<file path="config.mk">
export PLATFORM = sky130hd
export DESIGN_NAME = srec_word_writer
export DESIGN_NICKNAME = d
export VERILOG_FILES = /design/src/rtl/srec_word_writer.sv
export SDC_FILE = /design/constraint.sdc
export NUM_CORES = 1
export LEC_CHECK = 0
export CORE_MARGIN = 3
export CORE_UTILIZATION = 30
export CTS_CLUSTER_SIZE = 16
export DETAILED_ROUTE_END_ITERATION = 7
export GPL_TIMING_DRIVEN = 1
export PLACE_DENSITY = 0.51
export SETUP_SLACK_MARGIN = 0.2
export SYNTH_ARGS = -nofsm -noshare
export SYNTH_HDL_FRONTEND = slang
export SYNTH_SLANG_ARGS = --single-unit
export TNS_END_PERCENT = 100
</file>
<file path="constraint.sdc">
create_clock -name clock -period 4.96 [get_ports clock]
set_input_delay 1.488 -clock clock [delete_from_list [all_inputs] [get_ports clock]]
set_output_delay 1.488 -clock clock [all_outputs]
set_load 0.05 [all_outputs]
</file>
<file path="src/rtl/srec_word_writer.sv">
// Merges S-record parser byte writes into 32-bit word writes with byte enables,
// buffers them in a small FIFO and drains it to memory over a req/ack handshake.
module srec_word_writer #(
    parameter int unsigned FIFO_DEPTH = 4,
    parameter bit          BIG_ENDIAN = 1'b0
) (
    input  logic        clock,
    input  logic        reset,
    input  logic [31:0] byte_address,
    input  logic [7:0]  byte_data,
    input  logic        byte_valid,
    input  logic        in_progress,
    input  logic        flush,
    output logic        mem_req,
    output logic [31:0] mem_address,
    output logic [31:0] mem_wdata,
    output logic [3:0]  mem_be,
    input  logic        mem_ack,
    output logic        busy,
    output logic        overflow,
    output logic [15:0] word_count
);

    localparam int unsigned PTR_W = $clog2(FIFO_DEPTH);

    logic        asm_valid_q, asm_valid_d;
    logic [29:0] asm_addr_q,  asm_addr_d;
    logic [31:0] asm_data_q,  asm_data_d;
    logic [3:0]  asm_be_q,    asm_be_d;
    logic        flush_pend_q, flush_pend_d;
    logic        in_progress_q, in_progress_d;
    logic        overflow_q,  overflow_d;
    logic [15:0] word_count_q, word_count_d;
    logic [PTR_W:0] wr_ptr_q, wr_ptr_d;
    logic [PTR_W:0] rd_ptr_q, rd_ptr_d;

    logic [29:0] fifo_addr_q [FIFO_DEPTH];
    logic [29:0] fifo_addr_d [FIFO_DEPTH];
    logic [31:0] fifo_data_q [FIFO_DEPTH];
    logic [31:0] fifo_data_d [FIFO_DEPTH];
    logic [3:0]  fifo_be_q   [FIFO_DEPTH];
    logic [3:0]  fifo_be_d   [FIFO_DEPTH];

    logic [1:0]     lane;
    logic [3:0]     lane_oh;
    logic [31:0]    lane_data;
    logic [31:0]    lane_mask;
    logic [31:0]    merged_data;
    logic [3:0]     merged_be;
    logic           hit;
    logic           flush_req;
    logic           push;
    logic [29:0]    push_addr;
    logic [31:0]    push_data;
    logic [3:0]     push_be;
    logic [PTR_W:0] fifo_count;
    logic           fifo_full;
    logic           fifo_nonempty;
    logic           pop;

    always_comb begin
        lane        = byte_address[1:0] ^ {2{BIG_ENDIAN}};
        lane_oh     = 4'b0001 << lane;
        lane_data   = 32'(byte_data) << {lane, 3'b000};
        lane_mask   = 32'h0000_00FF << {lane, 3'b000};
        merged_data = (asm_data_q & ~lane_mask) | lane_data;
        merged_be   = asm_be_q | lane_oh;
        hit         = asm_valid_q && (byte_address[31:2] == asm_addr_q) &&
                      ((asm_be_q & lane_oh) == 4'b0000);
        // A deferred flush (from a miss+flush cycle) behaves like a fresh flush request.
        flush_req   = flush || (in_progress_q && !in_progress) || flush_pend_q;

        fifo_count    = wr_ptr_q - rd_ptr_q;
        fifo_full     = (fifo_count == (PTR_W + 1)'(FIFO_DEPTH));
        fifo_nonempty = (fifo_count != '0);
        pop           = fifo_nonempty && mem_ack;

        asm_valid_d   = asm_valid_q;
        asm_addr_d    = asm_addr_q;
        asm_data_d    = asm_data_q;
        asm_be_d      = asm_be_q;
        flush_pend_d  = 1'b0;
        in_progress_d = in_progress;
        push          = 1'b0;
        push_addr     = asm_addr_q;
        push_data     = asm_data_q;
        push_be       = asm_be_q;

        if (byte_valid) begin
            if (hit) begin
                if (merged_be == 4'hF || flush_req) begin
                    push        = 1'b1;
                    push_data   = merged_data;
                    push_be     = merged_be;
                    asm_valid_d = 1'b0;
                    asm_data_d  = '0;
                    asm_be_d    = '0;
                end else begin
                    asm_data_d = merged_data;
                    asm_be_d   = merged_be;
                end
            end else begin
                push        = asm_valid_q;
                asm_valid_d = 1'b1;
                asm_addr_d  = byte_address[31:2];
                asm_data_d  = lane_data;
                asm_be_d    = lane_oh;
                // Only one push per cycle: the new one-byte word waits a cycle if the old one went out.
                if (flush_req) begin
                    if (asm_valid_q) begin
                        flush_pend_d = 1'b1;
                    end else begin
                        push        = 1'b1;
                        push_addr   = byte_address[31:2];
                        push_data   = lane_data;
                        push_be     = lane_oh;
                        asm_valid_d = 1'b0;
                        asm_data_d  = '0;
                        asm_be_d    = '0;
                    end
                end
            end
        end else if (flush_req && asm_valid_q) begin
            push        = 1'b1;
            asm_valid_d = 1'b0;
            asm_data_d  = '0;
            asm_be_d    = '0;
        end

        wr_ptr_d     = wr_ptr_q;
        rd_ptr_d     = rd_ptr_q;
        overflow_d   = overflow_q;
        word_count_d = word_count_q;
        fifo_addr_d  = fifo_addr_q;
        fifo_data_d  = fifo_data_q;
        fifo_be_d    = fifo_be_q;

        if (pop) begin
            rd_ptr_d     = rd_ptr_q + 1'b1;
            word_count_d = word_count_q + 16'd1;
        end
        if (push) begin
            if (!fifo_full || pop) begin
                fifo_addr_d[wr_ptr_q[PTR_W-1:0]] = push_addr;
                fifo_data_d[wr_ptr_q[PTR_W-1:0]] = push_data;
                fifo_be_d[wr_ptr_q[PTR_W-1:0]]   = push_be;
                wr_ptr_d = wr_ptr_q + 1'b1;
            end else begin
                overflow_d = 1'b1;
            end
        end
    end

    always_ff @(posedge clock) begin
        if (reset) begin
            asm_valid_q   <= 1'b0;
            asm_addr_q    <= '0;
            asm_data_q    <= '0;
            asm_be_q      <= '0;
            flush_pend_q  <= 1'b0;
            in_progress_q <= 1'b0;
            overflow_q    <= 1'b0;
            word_count_q  <= '0;
            wr_ptr_q      <= '0;
            rd_ptr_q      <= '0;
            fifo_addr_q   <= '{default: '0};
            fifo_data_q   <= '{default: '0};
            fifo_be_q     <= '{default: '0};
        end else begin
            asm_valid_q   <= asm_valid_d;
            asm_addr_q    <= asm_addr_d;
            asm_data_q    <= asm_data_d;
            asm_be_q      <= asm_be_d;
            flush_pend_q  <= flush_pend_d;
            in_progress_q <= in_progress_d;
            overflow_q    <= overflow_d;
            word_count_q  <= word_count_d;
            wr_ptr_q      <= wr_ptr_d;
            rd_ptr_q      <= rd_ptr_d;
            fifo_addr_q   <= fifo_addr_d;
            fifo_data_q   <= fifo_data_d;
            fifo_be_q     <= fifo_be_d;
        end
    end

    always_comb begin
        mem_req     = fifo_nonempty;
        mem_address = fifo_nonempty ? {fifo_addr_q[rd_ptr_q[PTR_W-1:0]], 2'b00} : '0;
        mem_wdata   = fifo_nonempty ? fifo_data_q[rd_ptr_q[PTR_W-1:0]] : '0;
        mem_be      = fifo_nonempty ? fifo_be_q[rd_ptr_q[PTR_W-1:0]] : '0;
        busy        = asm_valid_q || fifo_nonempty;
        overflow    = overflow_q;
        word_count  = word_count_q;
    end

endmodule

</file>
==> flow_metrics.tcl <==
set metrics [dict create \
    synthCells 1595 \
    min_period_ps 4600 \
    grt_pass1_wl_mm 75.1 \
    maxCapViolCount 0 \
    worstPathCellList "ha_1, nor2b_1, xor2_1, nand3_2, buf_12, and2_1, clkdlybuf4s50_1" \
    crit_start "rd_ptr_q[0]$_SDFFE_PP0P_" \
    viasPerCell 5.30 \
    startpoint_type "flip-flop" \
    drt_iter0_markers 990 \
    hold_viol_final 0 \
    drive_above_1_share_pct 13.8 \
    post_cts_buffers 0 \
    firstDrtPassIters 6 \
    ant_nets 0 \
    wire_per_inst_um 20.2 \
    async_flop_share_pct 0 \
    clk_path_buf_depth 3 \
    synth_top_cell_area_share_pct 44.0 \
    synth_area_um2 16200 \
    worstMarginPinSlew_ps 1050 \
    syn_avg_cell_area_um2 10.2 \
    pre_cts_ws_ps 338 \
    io_pins 133 \
    portBuffers 130 \
    wirelength_mm 48.3 \
    hold_class "reg -> reg" \
    ys.flop_type "dfxtp_1" \
    root_buffer "clkbuf_16" \
    ys_top_cells_by_area "dfxtp_1 (44%), a211oi_1 (9.5%), mux4_2 (9.2%), nor2_1 (6.2%), mux2i_1 (3.8%)" \
    grt_pass1_vias 12263 \
    hold_ws_ps 454 \
    grt-ovfl-total 0 \
    place_congestion 0.820 \
    outcome "finished clean" \
    finClkSkew_ps 23.7 \
    finalSetupTns_ps 0 \
    cts_tree "done" \
    path_clk_slew_ps 50 \
    initial_utilization_pct 30.6 \
    cts.sinks 356 \
    num_vias 12679 \
    grtUsageTotal_pct 16.8 \
    synth_top_area_cell "dfxtp_1" \
    finalNetCount 1729 \
    r2r_start "rd_ptr_q[0]$_SDFFE_PP0P_" \
    fmax_mhz 217 \
    reg2reg_setup_slack_ps 1800 \
    areaGrowthSynthToFinish_pct 21.5 \
    dp_hpwl_mm 32.0 \
    ctsHtreeMaxLevel 2 \
    postCtsHoldBufs 0 \
    fin_ws_ps 361 \
    synth_seq_cells 356 \
    yosys_warnings 0 \
    crit_slowest_cell "clkdlybuf4s50_1" \
    ir_drop_uv 461 \
    synth_edf_count 0 \
    stdcell_count 2394 \
    path_class "reg -> out" \
    core_um2 53000 \
    critPathMaxStageDelay_ps 810 \
    ys_types 68 \
    dieWidth_um 238 \
    grt_antenna_before_repair 2 \
    p_leak_uw 0.00713 \
    ys_seq_area_share_pct 44.0 \
    min-delay-start "overflow$_SDFFE_PP0P_" \
    drc_errors 0 \
    rsz0062_at_grt "false" \
    cts_made_buffers 41 \
    slew_violations 0 \
    die_y_um 238 \
    clock_latency_ps 570 \
    crit_fanout 72 \
    power_per_cell_area_nw_per_um2 412 \
    critical_path_arrival_ps 3110 \
    worstSetupEndpointType "output port" \
    required_ps 3470 \
    fin_crit_sh_pct 92.7 \
    dp_cells 2320 \
    relSlewSlack_pct 29.6 \
    die-area_um2 56800 \
    grt_max_degree 130 \
    placementRows 84 \
    setup_viol 0 \
]
## per-stage QoR
| stage | cell area (um^2) | total power, uW | utilization, % |
|---|---|---|---|
| 2_1_floorplan | 16200 | 4520 | - |
| 3_3_place_gp | 18300 | 5210 | 34.5 |
| 3_5_place_dp | 18300 | 5240 | 34.5 |
| 4_1_cts | 19600 | 8240 | 37.0 |
| 5_1_grt | 19700 | 8500 | 37.1 |
| 6_report | 19700 | 8100 | 37.1 |
## final cells by class
| class | instances | area [um^2] |
|---|---|---|
| tap | 688 | 861 |
| sequential | 356 | 7130 |
| clock buffer | 56 | 1190 |
| antenna | 1 | 2.50 |
| multi-input combinational | 1084 | 8410 |
| fill | 5369 | 33300 |
| clock inverter | 17 | 145 |
| timing repair buffer | 178 | 1880 |
| inverter | 14 | 55.1 |
## flip-flops by register name (all words and copies together) (netlist names), 4 cells and up
name,count
asm_addr_q,30
fifo_addr_q,120
word_count,16
asm_data_q,32
fifo_be_q,16
asm_be_q,4
fifo_data_q,128
## timing repair
action,CTS,global route
endpoints found under the setup margin,1,35
endpoints found under the hold margin,0,0
pin swaps,0,0
resized for setup,1,35
## placed cells by master, fill, tap and decap left out, types with 41 or more instances in the layout
master / n
o2bb2ai_1: 45
dfxtp_1: 354
clkdlybuf4s50_1: 93
and2_1: 76
mux4_2: 66
mux2i_1: 61
nor2_1: 267
a211oi_1: 204
clkbuf_16: 41
## final timing paths
path	end	cells past startpoint
setup / recovery	mem_wdata[17]	7
setup reg to reg	fifo_data_q[43]$_SDFFE_PP0P_	9
hold reg to reg	overflow$_SDFFE_PP0P_	2
hold / removal	overflow$_SDFFE_PP0P_	2
## synth_stat cells, drive strengths merged, types with 15 or more instances
cell type    n
clkbuf      84
xnor2       38
a211oi     205
nor2       269
a21oi       40
mux2i       61
buf         58
nand2       27
and2        76
nand3       21
dfxtp      356
o2bb2ai     45
mux4        66
a22o        25
nand2b      28
nand4       15
a32oi       27
## logic make-up (layout without fill, tap and decap cells)
group,after synthesis,in the layout,synth area share [%]
muxes,127,127,13.0
other,1,3,0.0232
and+or+nand+nor,496,496,15.0
buffers and inverters,156,265,4.21
DFF,356,356,44.0
AOI/OAI and AO/OA,402,402,20.6
adders and majority gates,8,8,0.618
xor gates and xnor gates,49,49,2.65
## report_power, final
| group | switching (uW) | total [uW] | leakage, uW | internal [uW] |
|---|---|---|---|---|
| Sequential | 121 | 3130 | 0.00289 | 3010 |
| Clock | 1240 | 2980 | 0.000665 | 1740 |
| Combinational | 1270 | 1990 | 0.00358 | 725 |
| Total | 2630 | 8100 | 0.00713 | 5480 |
## routing by layer
layer,GRT usage [%],share of wire [%],wire [um]
met1,24.4,48,23400
met2,25.7,44,21300
met3,2.96,5.2,2530
met4,5.00,2.1,1010
met5,0,0.027,13
## worst max-delay path, delay by kind of cell (launching register included)
family / cells / cell delay, ps
buffers and inverters: 2 / 1040
adder cells (fa/ha/maj): 1 / 200
XOR/XNOR: 1 / 140
AND/OR/NAND/NOR: 3 / 530
flip-flops: 1 / 540
(Power assumes the default switching activity.)
